File: src/rtl/microcode_sequencer.sv
// Top-level core sequencer: fetches an instruction, waits out the microcode ROM latency,
// then steps the execute datapath through the microcode word's cycles and owns the PC.
//
// state     | meaning
// ----------+-------------------------------------------------------------
// S_FETCH   | imem_req high at pc, waiting for imem_ack (with timeout)
// S_DECODE  | one quiet cycle covering the decoder ROM latency
// S_EXECUTE | exec_valid high, exec_step walks 0..limit, retires on last
// S_TRAP    | sticky error, everything frozen until reset
module microcode_sequencer #(
    parameter logic [31:0] RESET_PC      = 32'h0000_0000,
    parameter int unsigned FETCH_TIMEOUT = 16
) (
    input  logic        clk,
    input  logic        rst_n,
    output logic        imem_req,
    output logic [31:0] imem_addr,
    input  logic        imem_ack,
    input  logic [31:0] imem_rdata,
    output logic [31:0] instruction,
    input  logic [31:0] microcode,
    output logic        exec_valid,
    output logic [3:0]  exec_step,
    input  logic        dmem_busy,
    input  logic        branch_taken,
    input  logic [31:0] branch_target,
    output logic [31:0] pc,
    output logic        retire,
    output logic        trap,
    output logic [1:0]  trap_cause
);

    typedef enum logic [1:0] {S_FETCH, S_DECODE, S_EXECUTE, S_TRAP} state_t;

    localparam logic [31:0] NOP        = 32'h0000_0013;
    localparam logic [15:0] TIMER_LOAD = (FETCH_TIMEOUT == 0) ? 16'd0 : 16'(FETCH_TIMEOUT - 1);

    state_t      state, state_nxt;
    logic        run;
    logic [31:0] pc_nxt, instr_nxt;
    logic [3:0]  step, step_nxt, limit, limit_nxt;
    logic        may_stall, may_stall_nxt;
    logic [1:0]  cause, cause_nxt;
    logic [15:0] timer, timer_nxt;

    assign imem_addr  = pc;
    assign exec_step  = step;
    assign trap       = (state == S_TRAP);
    assign trap_cause = cause;

    always_ff @(posedge clk) begin
        if (!rst_n) begin
            state       <= S_FETCH;
            run         <= 1'b0;
            pc          <= RESET_PC;
            instruction <= NOP;
            step        <= 4'd0;
            limit       <= 4'd0;
            may_stall   <= 1'b0;
            cause       <= 2'd0;
            timer       <= TIMER_LOAD;
        end else begin
            state       <= state_nxt;
            run         <= 1'b1;
            pc          <= pc_nxt;
            instruction <= instr_nxt;
            step        <= step_nxt;
            limit       <= limit_nxt;
            may_stall   <= may_stall_nxt;
            cause       <= cause_nxt;
            timer       <= timer_nxt;
        end
    end

    always_comb begin
        state_nxt     = state;
        pc_nxt        = pc;
        instr_nxt     = instruction;
        step_nxt      = step;
        limit_nxt     = limit;
        may_stall_nxt = may_stall;
        cause_nxt     = cause;
        timer_nxt     = TIMER_LOAD;
        imem_req      = 1'b0;
        exec_valid    = 1'b0;
        retire        = 1'b0;

        case (state)
            S_FETCH: begin
                // run is low for the cycle right after reset, so the request starts one cycle later
                if (run) begin
                    imem_req = 1'b1;
                    if (imem_ack) begin
                        instr_nxt = imem_rdata;
                        state_nxt = S_DECODE;
                    end else if (FETCH_TIMEOUT != 0 && timer == 16'd0) begin
                        state_nxt = S_TRAP;
                        cause_nxt = 2'd2;
                    end else begin
                        timer_nxt = timer - 16'd1;
                    end
                end
            end
            S_DECODE: begin
                if (microcode == 32'd0) begin
                    state_nxt = S_TRAP;
                    cause_nxt = 2'd1;
                end else begin
                    limit_nxt     = microcode[31:28];
                    may_stall_nxt = microcode[27];
                    step_nxt      = 4'd0;
                    state_nxt     = S_EXECUTE;
                end
            end
            S_EXECUTE: begin
                exec_valid = 1'b1;
                if (may_stall && dmem_busy) begin
                    step_nxt = step;
                end else if (step < limit) begin
                    step_nxt = step + 4'd1;
                end else if (branch_taken && branch_target[1:0] != 2'b00) begin
                    state_nxt = S_TRAP;
                    cause_nxt = 2'd3;
                    step_nxt  = 4'd0;
                end else begin
                    retire    = 1'b1;
                    pc_nxt    = branch_taken ? branch_target : pc + 32'd4;
                    step_nxt  = 4'd0;
                    state_nxt = S_FETCH;
                end
            end
            default: begin
            end
        endcase
    end

endmodule

File: config.mk
export PLATFORM = sky130hd
export DESIGN_NAME = microcode_sequencer
export DESIGN_NICKNAME = d
export VERILOG_FILES = /design/src/rtl/microcode_sequencer.sv
export SDC_FILE = /design/constraint.sdc
export NUM_CORES = 1
export LEC_CHECK = 0
export CAP_MARGIN = 15
export CORE_ASPECT_RATIO = 0.75
export CORE_MARGIN = 8
export CORE_UTILIZATION = 39
export DETAILED_ROUTE_END_ITERATION = 8
export GPL_ROUTABILITY_DRIVEN = 0
export PLACE_DENSITY = 0.78
export SYNTH_ARGS = -nofsm -noshare
export SYNTH_HDL_FRONTEND = slang
export SYNTH_SLANG_ARGS = --single-unit
File: constraint.sdc
create_clock -name clk -period 2 [get_ports clk]
set_input_delay 0.3 -clock clk [delete_from_list [all_inputs] [get_ports clk]]
set_output_delay 0.3 -clock clk [all_outputs]
set_load 0.005 [all_outputs]
==> out/results.ini, run 1 <==
[setup_path]
cpLargestDelayFamily = buffers and inverters
crit_path_cell_trace = inv_1 > ha_1 > buf_4 > clkdlybuf4s50_1
cp.arrival_ns = 1.65
cp-start-kind = flop
crit_fanout = 6
critPathKind = reg2out
required_ns = 1.70
worstSetupEndpointType = output port
crit_slowest_cell = clkdlybuf4s50_1
critPathBufInv = 3
slowest_delay_ns = 0.52

[power]
power.total_mw = 5.92
leakage_nw = 2.84
p_int_mw = 4.03
seq_power_share_pct = 37.1
p_sw_mw = 1.88
peakVddDrop_mv = 0.469
p_per_area_mw_per_mm2 = 769
power_frac_clock_pct = 28.6
switching_share_pct = 31.8
combPwrFrac_pct = 34.2

[synthesis]
yosysSeqAreaShare_pct = 38.5
yosysWarnings = 0
synth-async-reset-ratio_pct = 0
synthesis.area_sq_mm = 0.00489
synth.distinct_cells = 60
synth_area_per_cell_sq_um = 7.88
ys_ff_latch = 94
synthTopCellsByArea = dfxtp_1 (38%), nand2_1 (8.4%), a21oi_1 (5.3%)
synth_top_cell_by_area = dfxtp_1
synth.net_count = 734
syn_inst = 621
dominantRegCellSynth = dfxtp_1
synth_edf_count = 0
synth_top_area_share_pct = 38.5

[timing]
drv_slew = 0
setup_violations = 0
rsz0062_at_grt = true
fin_skew_ns = 0.00966
finalCritPeriodShare_pct = 97.4
finalHoldViolations = 0
relSlewSlack_pct = 63.1
period_minus_slack_ns = 1.95
tightest_slew_ns = 0.549
clock.fmax_mhz = 513

[grt]
antenna_found_initial = 0
grt_overflow_total = 0
grt_usage_pct = 20.3
grt_max_degree = 84
grt_pass1_vias = 5529
grt_pass1_wl_mm = 27.9

[place]
numPortBuffers = 206
hpwl_mm = 13.5

[floorplan]
die_h_microns = 113
die-width_microns = 145
std_cell_rows = 35
num_io_pins = 207
initial_utilization_pct = 39.9
dieArea_sq_mm = 0.0164
core_sq_mm = 0.0123

[clock_network]
cts_buffers = 9
root_buffer = clkbuf_16
cts.path.max_buffers = 2
clkTransAtPathRegs_ns = 0.07
cts_tree = yes
worst_skew_pair.late_latency_ns = 0.34
cts_num_sinks = 94
htree_levels = 3

[layout]
final_layout_size_suffix_gt1_share_pct = 14.1
post-route-util_pct = 62.7
final_nets = 943
area_growth_pct = 57.2
antennaDiodeCount = 0

[detailed_routing]
vias = 5377
routed_wl_mm = 17.5
antenna_left = 0
wl_per_cell_microns = 17.5
drt_pass1_iterations = 7
via_per_inst = 5.37
dr.first_iter.drc_count = 328
remaining_drc_errors = 0

[run]
maxCapViolCount = 0

[min_path]
hold_class = reg2reg

[outcome]
status = complete, no violations

-- per-stage QoR --
step	cells	setup WS, ns	setup TNS [ns]	area (sq um)	hold slack (ns)
finish	1001	0.0522	0	7690	0.441
global placement	981	-0.253	-4.90	7270	0.382
global route	1001	-0.0576	-0.121	7690	0.462
CTS	999	-0.0152	-0.0152	7620	0.439
floorplan	621	0.00264	0	4950	0.328
detailed placement	981	-0.322	-7.40	7270	0.422
-- cell usage after synthesis, drive strengths merged, types with 2 or more instances --
| cell type | number |
|---|---|
| clkbuf | 29 |
| a31oi | 8 |
| a211oi | 5 |
| nand3 | 23 |
| mux2i | 9 |
| or3 | 7 |
| o311ai | 3 |
| o211ai | 3 |
| or4 | 5 |
| a31o | 2 |
| ha | 12 |
| and3 | 8 |
| and2 | 2 |
| nor3 | 13 |
| nand4 | 11 |
| a211o | 3 |
| xnor2 | 8 |
| o22ai | 2 |
| a32o | 10 |
| o41ai | 5 |
| o21a | 4 |
| a21oi | 52 |
| a22o | 6 |
| dfxtp | 94 |
| nor2b | 6 |
| nand2 | 110 |
| nor2 | 47 |
| o21ai | 25 |
| o31ai | 10 |
| a311oi | 2 |
| buf | 38 |
| xor2 | 4 |
| nand2b | 5 |
| nor4 | 16 |
| inv | 18 |
-- cell usage in the layout (no fill, tap or decap), types with 7 or more instances in the layout --
| cell | instances |
|---|---|
| a21oi_1 | 52 |
| a31oi_1 | 8 |
| a32o_1 | 10 |
| and3_1 | 7 |
| buf_4 | 54 |
| clkbuf_16 | 9 |
| clkdlybuf4s50_1 | 204 |
| dfxtp_1 | 83 |
| ha_1 | 10 |
| inv_1 | 16 |
| mux2i_1 | 9 |
| nand2_1 | 109 |
| nand3_1 | 18 |
| nand4_1 | 11 |
| nor2_1 | 47 |
| nor3_1 | 10 |
| nor4_1 | 15 |
| o21ai_0 | 20 |
| o31ai_1 | 10 |
| xnor2_1 | 8 |
-- layer usage --
layer / GRT usage, % / vias up / share of wire [%] / routed length [microns]
met4: 4.22 / 0 / 1.3 / 233
met5: 0 / - / 0 / 0
met1: 23.8 / 2537 / 41 / 7130
met3: 8.65 / 21 / 10 / 1810
li1: - / 2593 / - / -
met2: 33.9 / 226 / 47 / 8300
-- cell families after synthesis --
group,share of synthesized area [%]
DFF,38.5
adders and majority gates,3.07
AOI/OAI and AO/OA,20.1
buffers and inverters,9.64
muxes,2.07
and+or+nand+nor,24.5
xor gates and xnor gates,2.15
-- state kept, by name, indices dropped and copies added, names as in the netlist --
register,cells
trap_cause,2
run,1
exec_step,4
limit,4
state,2
imem_addr,32
instruction,32
may_stall,1
timer,16
-- worst paths after layout --
kind	slack, ns	to	start	depth (start not counted)
setup / recovery	0.05	exec_valid	state[0]	4
hold / removal	0.44	timer[0]	timer[0]	1
setup reg to reg	0.06	imem_addr[30]	imem_addr[14]	5
hold reg to reg	0.44	timer[0]	timer[0]	1
-- final cells by class --
class / instances / area [sq um]
Clock buffer: 9 / 225
Inverter: 19 / 71.3
Multi-Input combinational cell: 441 / 2650
Fill cell: 1026 / 4570
Tap cell: 166 / 208
Sequential cell: 94 / 1910
Timing Repair Buffer: 265 / 2550
Clock inverter: 7 / 73.8
-- power groups by stage --
stage | clock network (mW) | logic [mW] | registers [mW]
after global placement | 0 | 1.87 | 2.23
after global routing | 1.81 | 2.20 | 2.22
after detailed placement | 0 | 1.91 | 2.24
after floorplan | 0 | 0.903 | 2.25
after CTS | 1.73 | 1.98 | 2.19
final | 1.69 | 2.02 | 2.20
-- repair_timing --
item / in CTS / in global routing
pin swaps: 5 / 4
gates resized for setup: 14 / 16
buffers inserted: 2 / 2
setup endpoints to repair: 13 / 23
hold buffers: 0 / 0
(Power assumes the default switching activity.)
==> inputs of run 2 (changes only) <==
--- a/config.mk
+++ b/config.mk
@@ -5,10 +5,11 @@
 export SDC_FILE = /design/constraint.sdc
 export NUM_CORES = 1
 export LEC_CHECK = 0
+export ABC_AREA = 1
 export CAP_MARGIN = 15
 export CORE_ASPECT_RATIO = 0.75
 export CORE_MARGIN = 8
-export CORE_UTILIZATION = 39
+export CORE_UTILIZATION = 40
 export DETAILED_ROUTE_END_ITERATION = 8
 export GPL_ROUTABILITY_DRIVEN = 0
 export PLACE_DENSITY = 0.78
==> run 2 against run 1 <==
Die area is 6.2% higher; critical path depth stayed put; final cell count is 16% higher; final area is 0.86% higher; via count is 3.4% higher; critical path type unchanged; largest power group unchanged.
==> out/results.ini, run 2 <==
[clock_network]
cts_hold_buf = 0
htree_levels = 3
worst_skew_pair.late_latency_ns = 0.34
cts_buffers = 9
clkTransAtPathRegs_ns = 0.07
cts.path.max_buffers = 2
cts_num_sinks = 94
cts_tree = yes
root_buffer = clkbuf_16

[layout]
post-route-util_pct = 59.4
most-common-layout-cells = clkdlybuf4s50_1 (203), nor2_1 (187), nand2_1 (184)
final_layout_size_suffix_gt1_share_pct = 9.28
fin_cells = 1163
final_nets = 1099
final_common_cell = clkdlybuf4s50_1
area_growth_pct = 44.3

[floorplan]
core_sq_mm = 0.0131
dieArea_sq_mm = 0.0174
std_cell_rows = 36
die-width_microns = 150
initial_utilization_pct = 41.1
num_io_pins = 207
die_h_microns = 116

[detailed_routing]
via_per_inst = 4.78
drt_pass1_iterations = 5
antenna_left = 0
dr.first_iter.drc_count = 335
wl_per_cell_microns = 14.4
vias = 5559
routed_wl_mm = 16.8
remaining_drc_errors = 0

[grt]
grt_overflow_total = 0
grt_max_degree = 54
grt_pass1_wl_mm = 26.5
grt_usage_pct = 18.9
grt_pass1_vias = 5254
antenna_found_initial = 2

[timing]
fin_ws_ns = 0.0774
relSlewSlack_pct = 38.9
clock.fmax_mhz = 520
finalCritPeriodShare_pct = 96.1
period_minus_slack_ns = 1.92
setup_violations = 0
drv_slew = 0
finalHoldViolations = 0
tightest_slew_ns = 0.911
hold_ws_ns = 0.404
fin_skew_ns = 0.00811
rsz0062_at_grt = false

[synthesis]
synth_edf_count = 0
synth.distinct_cells = 37
synth-async-reset-ratio_pct = 0
ys_ff_latch = 94
synth_area_per_cell_sq_um = 6.63
synth_top_area_share_pct = 35.0
yosysSeqAreaShare_pct = 35.0
synth_common_cells = nor2_1 (187), nand2_1 (186), dfxtp_1 (94), inv_1 (45), o21ai_0 (43)
synthesis.area_sq_mm = 0.00537
yosysMostFrequentCell = nor2_1
syn_inst = 810
dominantRegCellSynth = dfxtp_1
synth.net_count = 923
synth_top_cell_by_area = dfxtp_1
yosysWarnings = 0
synthTopCellsByArea = dfxtp_1 (35%), nor2_1 (13%), nand2_1 (13%)

[setup_path]
required_ns = 1.70
cp.arrival_ns = 1.62
crit_fanout = 5
worstSetupEndpointType = output port
cp-start-kind = flop
critPathKind = reg2out

[power]
leakage_nw = 3.05
peakVddDrop_mv = 0.454
power.total_mw = 6.03
p_per_area_mw_per_mm2 = 778

[place]
placed_cells = 1145
dp_worst_setup_slack_ns = -0.0341
numPortBuffers = 206
hpwl_mm = 12.9

[min_path]
hold_class = reg2reg

[outcome]
status = complete, no violations

[run]
maxCapViolCount = 0

run 2: logic make-up (layout without fill, tap and decap cells):
group / count (synthesis) / in the layout / synth area share, %
other cells: 0 / 1 / 0
buf+inv: 114 / 295 / 11.4
flops: 94 / 94 / 35.0
compound gates: 111 / 111 / 11.3
simple gates: 466 / 466 / 37.4
xor+xnor: 13 / 13 / 2.12
fa+ha+maj: 12 / 12 / 2.79
run 2: worst max-delay path: stages (launching register included):
cell and delay (ns):
dfxtp_2 0.34, inv_1 0.10, ha_2 0.20, buf_4 0.13, clkdlybuf4s50_1 0.51
run 2: report_power, final:
group | internal (mW) | total [mW] | switching (mW)
clock network | 0.894 | 1.66 | 0.767
logic | 1.06 | 2.05 | 0.992
registers | 2.12 | 2.32 | 0.194
run 2: worst paths after layout:
check | startpoint | endpoint | slack (ns) | cells after the start
min | timer[0] | timer[0] | 0.40 | 1
min reg2reg | timer[0] | timer[0] | 0.40 | 1
max | state[0] | exec_valid | 0.08 | 4
max reg2reg | limit[1] | imem_addr[24] | 0.23 | 12
run 2: routing by layer:
layer	vias to the layer above	track usage, %	part of all wire (%)
met2	165	30.8	46
met3	22	5.03	7.3
li1	2894	-	-
met4	2	6.04	2.2
met5	-	0	0.077
met1	2476	23.8	44
run 2: timing repair:
item | 4_1_cts | 5_1_grt
setup endpoints to repair | 3 | 2
buffers inserted | 0 | 1
resized for setup | 6 | 5
pin swaps | 0 | 3
run 2: layout make-up:
| cell class | count | area, sq um |
|---|---|---|
| timing repair buffer | 226 | 2240 |
| inverter | 53 | 201 |
| fill | 1213 | 5310 |
| tap | 171 | 214 |
| clock buffer | 11 | 243 |
| multi-input combinational | 602 | 2930 |
| sequential | 94 | 1880 |
| antenna | 1 | 2.50 |
| clock inverter | 5 | 42.5 |
run 2: per-stage QoR:
| step | TNS [ns] | cell area, sq um |
|---|---|---|
| 2_1_floorplan | 0 | 5370 |
| 3_3_place_gp | -0.0433 | 7420 |
| 4_1_cts | 0 | 7720 |
| 5_1_grt | 0 | 7750 |
| 6_report | 0 | 7750 |
| 3_5_place_dp | -0.0341 | 7420 |
==> inputs of run 3 (changes only) <==
==> constraint.sdc (replaced) <==
create_clock -name clk -period 1.6 [get_ports clk]
set_input_delay 0.24 -clock clk [delete_from_list [all_inputs] [get_ports clk]]
set_output_delay 0.24 -clock clk [all_outputs]
set_load 0.005 [all_outputs]
==> run 3 against run 2 <==
The flow now finishes with violations (negative setup slack); critical path depth rose by 5; first-iteration DRC count grew 1.5%; final area increased by 7.7%.
==> out/results.ini, run 3 (same netlist as run 2, synthesis figures left out) <==
[timing]
relSlewSlack_pct = 77.2
rsz0062_at_grt = true
tightest_slew_ns = 0.341
fin_ws_ns = -0.0951
setup_violations = 2
fin_skew_ns = 0.00898
period_minus_slack_ns = 1.70
tns_ns = -0.105
finalHoldViolations = 0
drv_slew = 0
clock.fmax_mhz = 590
finalCritPeriodShare_pct = 106

[clock_network]
htree_levels = 3
cts_buffers = 9
cts.path.max_buffers = 2
cts_num_sinks = 94
clkTransAtPathRegs_ns = 0.07
worst_skew_pair.late_latency_ns = 0.34
root_buffer = clkbuf_16
cts_tree = yes
cts_hold_buf = 0

[setup_path]
worstRegToRegCells = 13
required_ns = 1.36
cp-start-kind = flop
critPathKind = reg2out
r2r_slack_ns = -0.01
r2r-end = imem_addr[12]
cp.arrival_ns = 1.46
r2r-start = limit[3]
worstSetupEndpointType = output port
crit_fanout = 3

[layout]
final_layout_size_suffix_gt1_share_pct = 20.3
final_nets = 1145
final.fill_count = 1122
antennaDiodeCount = 0
area_growth_pct = 55.4
fin_cells = 1208
final_common_cell = clkdlybuf4s50_1
fin_area_sq_mm = 0.00835
most-common-layout-cells = clkdlybuf4s50_1 (180), nor2_1 (177), nand2_1 (174)

[place]
placed_cells = 1185
numPortBuffers = 206
dp_worst_setup_slack_ns = -0.366
hpwl_mm = 13.4
post_dp_cell_area_sq_mm = 0.00772

[outcome]
violations = negative setup slack
status = finished with violations

[grt]
grt_overflow_total = 0
grt_pass1_vias = 5465
grt_usage_pct = 19.3
grt_pass1_wl_mm = 27.3
antenna_found_initial = 1
grt_max_degree = 38

[detailed_routing]
antenna_left = 0
via_per_inst = 4.84
wl_per_cell_microns = 14.6
vias = 5845
dr.first_iter.drc_count = 340
remaining_drc_errors = 0
drt_pass1_iterations = 5
routed_wl_mm = 17.7

[floorplan]
num_io_pins = 207
std_cell_rows = 36
die-width_microns = 150
core_sq_mm = 0.0131
die_h_microns = 116
dieArea_sq_mm = 0.0174
initial_utilization_pct = 41.1

[power]
leakage_nw = 3.62
p_per_area_mw_per_mm2 = 962
peakVddDrop_mv = 0.609

[min_path]
min-delay-start = rst_n
holdPathEnd = run
hold_path_depth = 1
hold_class = in2reg

[run]
maxCapViolCount = 0

run 3: cell types whose count changed in the layout (fill, tap and decap cells not counted), moves of 17 or more:
| cell | before | now |
|---|---|---|
| dlymetal6s2s_1 | 0 | 17 |
| clkdlybuf4s50_1 | 203 | 180 |
| dfxtp_2 | 1 | 32 |
| dfxtp_1 | 93 | 60 |
| buf_4 | 17 | 60 |
run 3: timing repair:
action / in CTS / in global routing
pin swaps: 6 / 13
resized for setup: 45 / 85
setup endpoints to repair: 70 / 113
buffers inserted: 3 / 5
run 3: layout make-up:
type	count	area (sq um)	share of cell area, %
multi-input cells	602	3090	37.0
repair buffers	272	2640	31.6
flip-flops and latches	94	1930	23.1
clock buffers	10	229	2.74
well taps	171	214	2.56
inverters	53	204	2.44
clock inverters	6	45.0	0.539
run 3: per-stage QoR:
stage | hold WS, ns | util (%) | power [mW]
finish | 0.218 | 63.9 | 8.04
global route | 0.211 | 63.9 | 8.51
CTS | 0.201 | 61.7 | 7.80
detailed placement | 0.395 | 59.1 | 5.72
global placement | 0.392 | 59.1 | 5.67
floorplan | 0.268 | - | 4.24
run 3: worst max-delay path, cell delays in order (launching register included):
cell	delay, ns
dfxtp_2	0.32
inv_2	0.04
ha_4	0.28
nand2_2	0.06
inv_2	0.05
nand2_2	0.06
nand2_2	0.08
nand2_4	0.07
inv_4	0.07
buf_6	0.09
run 3: how the worst max path moves through the flow:
stage / from / endpoint / slack, ns / cells after the start
6_report: limit[3] / retire / -0.1 / 9
5_1_grt: limit[1] / retire / -0.19 / 9
4_1_cts: limit[1] / retire / -0.12 / 9
3_5_place_dp: branch_taken / retire / -0.37 / 7
3_3_place_gp: branch_taken / retire / -0.33 / 7
2_1_floorplan: state[0] / trap_cause[0] / 0.06 / 12
run 3: power breakdown:
| part | switching [mW] | internal [mW] |
|---|---|---|
| clock | 0.972 | 1.06 |
| combinational | 1.51 | 1.63 |
| sequential | 0.187 | 2.67 |
| total | 2.67 | 5.36 |
run 3: layer usage:
metal | global-route usage (%) | wire, microns
met1 | 23.8 | 7670
met2 | 32.3 | 8490
met3 | 4.99 | 1200
met4 | 6.37 | 307
met5 | 0 | 13
